==> src/rtl/foo_lane_arbiter.sv <==
`default_nettype none
// ============================================================================
// Module      : foo_lane_arbiter
// Description : Round-robin arbiter merging N valid/data request lanes into a
//               single registered valid/ready output stream. One transfer per
//               cycle while out_ready is held high; the pointer advances only
//               on a grant.
// Revision    : 1.0 - initial release
// ============================================================================
module foo_lane_arbiter #(
    parameter  int N  = 4,
    parameter  int W  = 8,
    localparam int LW = $clog2(N)
) (
    input  logic           clk,
    input  logic           rst,
    input  logic [N-1:0]   in_valid,
    input  logic [N*W-1:0] in_data,
    output logic [N-1:0]   in_ready,
    output logic           out_valid,
    output logic [W-1:0]   out_data,
    output logic [LW-1:0]  out_lane,
    input  logic           out_ready,
    output logic [15:0]    xfer_count
);

    localparam logic [LW-1:0] c_last_lane = LW'(N - 1);

    logic [LW-1:0] r_rr_ptr;
    logic          r_out_valid;
    logic [W-1:0]  r_out_data;
    logic [LW-1:0] r_out_lane;
    logic [15:0]   r_xfer_count;

    logic          w_load_en;
    logic          w_found;
    logic [LW-1:0] w_winner;
    logic [W-1:0]  w_win_data;
    logic [LW-1:0] w_next_ptr;
    logic          w_grant;

    // Output register may accept a new word when empty or being drained now.
    assign w_load_en = !r_out_valid || out_ready;

    // Rotating priority search starting at the round-robin pointer.
    always_comb begin
        w_found    = 1'b0;
        w_winner   = '0;
        w_win_data = '0;
        for (int k = 0; k < N; k++) begin
            if (!w_found && in_valid[(int'(r_rr_ptr) + k) % N]) begin
                w_found    = 1'b1;
                w_winner   = LW'((int'(r_rr_ptr) + k) % N);
                w_win_data = in_data[((int'(r_rr_ptr) + k) % N) * W +: W];
            end
        end
    end

    // Lane after the winner, wrapping explicitly so non-power-of-two N works.
    assign w_next_ptr = (w_winner == c_last_lane) ? '0 : w_winner + 1'b1;

    // A grant happens whenever a winner exists and the output can take it.
    assign w_grant = !rst && w_load_en && w_found;

    // One-hot accept back to the winning lane only.
    always_comb begin
        in_ready = '0;
        for (int i = 0; i < N; i++) begin
            in_ready[i] = w_grant && (w_winner == LW'(i));
        end
    end

    // Output register, round-robin pointer and load/drain control.
    always_ff @(posedge clk) begin
        if (rst) begin
            r_out_valid <= 1'b0;
            r_out_data  <= '0;
            r_out_lane  <= '0;
            r_rr_ptr    <= '0;
        end else if (w_load_en) begin
            if (w_found) begin
                r_out_valid <= 1'b1;
                r_out_data  <= w_win_data;
                r_out_lane  <= w_winner;
                r_rr_ptr    <= w_next_ptr;
            end else begin
                r_out_valid <= 1'b0;
            end
        end
    end

    // Count completed downstream handshakes; wraps naturally at 16 bits.
    always_ff @(posedge clk) begin
        if (rst) begin
            r_xfer_count <= '0;
        end else if (r_out_valid && out_ready) begin
            r_xfer_count <= r_xfer_count + 16'd1;
        end
    end

    assign out_valid  = r_out_valid;
    assign out_data   = r_out_data;
    assign out_lane   = r_out_lane;
    assign xfer_count = r_xfer_count;

endmodule
`default_nettype wire

==> config.mk <==
export PLATFORM = sky130hd
export DESIGN_NAME = foo_lane_arbiter
export DESIGN_NICKNAME = d
export VERILOG_FILES = /design/src/rtl/foo_lane_arbiter.sv
export SDC_FILE = /design/constraint.sdc
export NUM_CORES = 1
export LEC_CHECK = 0
export ABC_AREA = 1
export ABC_CLOCK_PERIOD_IN_PS = 3100
export BUFFER_PORTS_ARGS = -buffer_cell sky130_fd_sc_hd__buf_2
export CORE_MARGIN = 2
export CORE_UTILIZATION = 45
export CTS_CLUSTER_DIAMETER = 30
export CTS_CLUSTER_SIZE = 10
export DETAILED_ROUTE_END_ITERATION = 16
export PLACE_DENSITY = 0.7
export SLEW_MARGIN = 20
export SYNTH_ARGS = -nofsm -noshare
export SYNTH_HDL_FRONTEND = slang
export SYNTH_SLANG_ARGS = --single-unit
==> constraint.sdc <==
create_clock -name clk -period 3.1 [get_ports clk]
set_input_delay 0 -clock clk [delete_from_list [all_inputs] [get_ports clk]]
set_output_delay 0 -clock clk [all_outputs]
set_load 0.1 [all_outputs]
==> results.ini <==
[hold_path]
min_to=r_rr_ptr[0]
min_from=rst
worstHoldPathType=in -> reg
holdPathStages=2

[setup_path]
cp.required_ps=3100
startpoint_type=flip-flop
worstPathArrival_ps=2780
worst_r2r_startpoint=r_rr_ptr[0]
worstSetupPathType=reg -> out
r2r-end=r_rr_ptr[1]
ff2ff_setup_slack_ps=610
end_kind=output pin
reg2regPathDepth=12
cp_max_fo=52

[finish]
nets=592
fillerInstances=663
final_core_util=0.540
areaGrowthSynthToFinish_pct=16.3
seqCellArea_um2=582
layoutNonFillerInstCount=623
drive_gt1_frac=0.199
multi_input_area_um2=1780
diodes=0

[timing]
finClkSkew_ps=2.07
setup_viol=0
grt_setup_unrepaired=false
fin_crit_ps=2780
setup_ws_ps=315
relSlewSlack=0.665
fmax_ghz=0.359
hold_violations=0
drv_slew=0
period_share=0.898
worstMarginPinSlew_ps=506
setup_tns_ps=0

[yosys]
synth_async_sr_flop_share=0
ys_top_cells_by_area=nand2_1 (26%), dfxtp_1 (21%), o21ai_0 (10%)
yosysSeqAreaShare=0.212
synth-seq-cells=29
yosys.cell_types.count=30
ys.flop_type=dfxtp_1
synth.most_common_cell=nand2_1
ys_warn_count=0
synth_edf_count=0
netlist_top_cells_count=nand2_1 (191), o21ai_0 (56), inv_1 (53)
synth_fp_nets=537
yosysTopAreaCellShare=0.262
syn_area_um2=2730
syn-mean-instance-area_um2=5.54
yosysTopAreaCell=nand2_1
syn_inst=493

[detailed_routing]
wl_per_cell_um=10.5
first_pass_iters=4
drt_wl_total_mm=6.54
post-route-drc-count=0
viasPerCell=4.99
drt_iter0_drc=108
vias=3106
antenna_left=0

[clock_tree]
clock_latency_ps=270
cts-root-buf=clkbuf_8
cts_buffers=5
clkTransAtPathRegs_ps=60
clock_sinks=29
h-tree-depth=2
cts_tree=built
cts_max_path_buffers=2
cts_setup_buffers=0

[global_route]
grt_max_degree=53
antenna_found_initial=0
grt_pass1_vias=2806
grt-ovfl-total=0
grt_usage=0.205
grt_first_pass_wirelength_mm=11.3

[power_and_ir_drop]
ir_drop_mv=0.818
cellLeakagePower_uw=0.00168
power_density_nw_per_um2=969

[placement]
dp_slack_ps=298
placed_cells=615
io_buffers=69
hpwl_mm=5.11
gp_congestion=0.830

[floorplan]
coreArea_um2=5890
initial_core_util=0.464
fp.dieArea_um2=6710
die_height_um=81.9
chipWidth_um=81.9
io_pins=70
num_rows=28

[run]
cap_viol_max_count=0

[run_status]
outcome=complete, no violations

worst max path at each step:
stage	startpoint	to	depth (start not counted)
after detailed placement	r_rr_ptr[0]	in_ready[3]	12
final	r_rr_ptr[0]	in_ready[1]	13
after global routing	r_rr_ptr[0]	in_ready[1]	13
after floorplan	r_rr_ptr[0]	in_ready[2]	15
after global placement	r_rr_ptr[0]	in_ready[1]	12
after CTS	r_rr_ptr[0]	in_ready[3]	12
layer usage:
layer | part of all wire | wire, um | GRT usage | vias up
met1 | 0.44 | 2900 | 0.241 | 1386
met5 | 0 | 0 | 0 | -
li1 | - | - | - | 1663
met2 | 0.51 | 3350 | 0.393 | 53
met4 | 0.0070 | 46 | 0.0300 | 0
met3 | 0.036 | 238 | 0.0330 | 4
final cells by class:
class,count,share of cell area
inverters,58,0.0701
well taps,75,0.0295
flip-flops and latches,29,0.183
repair buffers,72,0.129
clock buffers,7,0.0272
multi-input cells,382,0.561
sequential cells by signal, indices dropped and copies added, names as in the netlist:
signal and cells:
out_valid 1, r_rr_ptr 2, out_data 8, out_lane 2
xfer_count 16
what timing repair did:
item | in CTS | in global routing
endpoints found under the hold margin | 0 | 0
hold buffers | 0 | 0
endpoints found under the setup margin | 0 | 4
resized for setup | 0 | 7
cell usage in the layout, fill, tap and decap left out, types with 2 or more instances in the layout:
cell type | netlist | final
nor2_2 | 11 | 12
ha_1 | 5 | 5
a21oi_1 | 12 | 12
inv_1 | 53 | 53
buf_4 | 2 | 2
xor2_1 | 2 | 2
nor2_1 | 32 | 32
buf_12 | 0 | 2
clkbuf_8 | 0 | 6
nor3_1 | 4 | 4
dfxtp_1 | 29 | 28
clkbuf_4 | 0 | 2
o21ai_1 | 2 | 2
nand2_2 | 8 | 6
a21oi_2 | 2 | 2
o21a_1 | 2 | 2
buf_2 | 8 | 65
inv_2 | 3 | 3
nand2_1 | 191 | 191
nand2_4 | 0 | 2
nand3_1 | 36 | 36
nand4_1 | 11 | 11
o21ai_0 | 56 | 56
worst max-delay path, cell delays in order, from the launching register on:
cell,delay [ps]
dfxtp_2,490
buf_8,280
nand2_1,90
nand2_2,260
nand2_1,110
nand2_2,140
nor2_4,90
nand3_4,140
nand2_1,150
inv_1,110
ha_1,150
inv_1,40
nor2_1,100
clkbuf_4,340
through the flow:
stage | power (uW) | instance area [um^2] | hold WS, ps
floorplan | 2450 | 2730 | 258
global placement | 2700 | 3050 | 313
detailed placement | 2730 | 3050 | 305
CTS | 3040 | 3140 | 24.9
global route | 3400 | 3180 | 34.7
finish | 3080 | 3180 | 28.0
report_power, final:
group | leakage (uW) | switching, uW | internal, uW
Clock | 0.0000443 | 132 | 176
Sequential | 0.000238 | 49.3 | 442
Combinational | 0.00140 | 1680 | 602
Total | 0.00168 | 1860 | 1220
cell families (layout without fill, tap and decap cells):
family / Yosys count / count (layout) / synth area share
compound gates: 77 / 77 / 0.152
xor+xnor: 2 / 2 / 0.00641
fa+ha+maj: 5 / 5 / 0.0229
buf+inv: 83 / 137 / 0.144
flops: 29 / 29 / 0.212
simple gates: 297 / 298 / 0.462
Note: power is estimated with default switching activity, not from simulation.
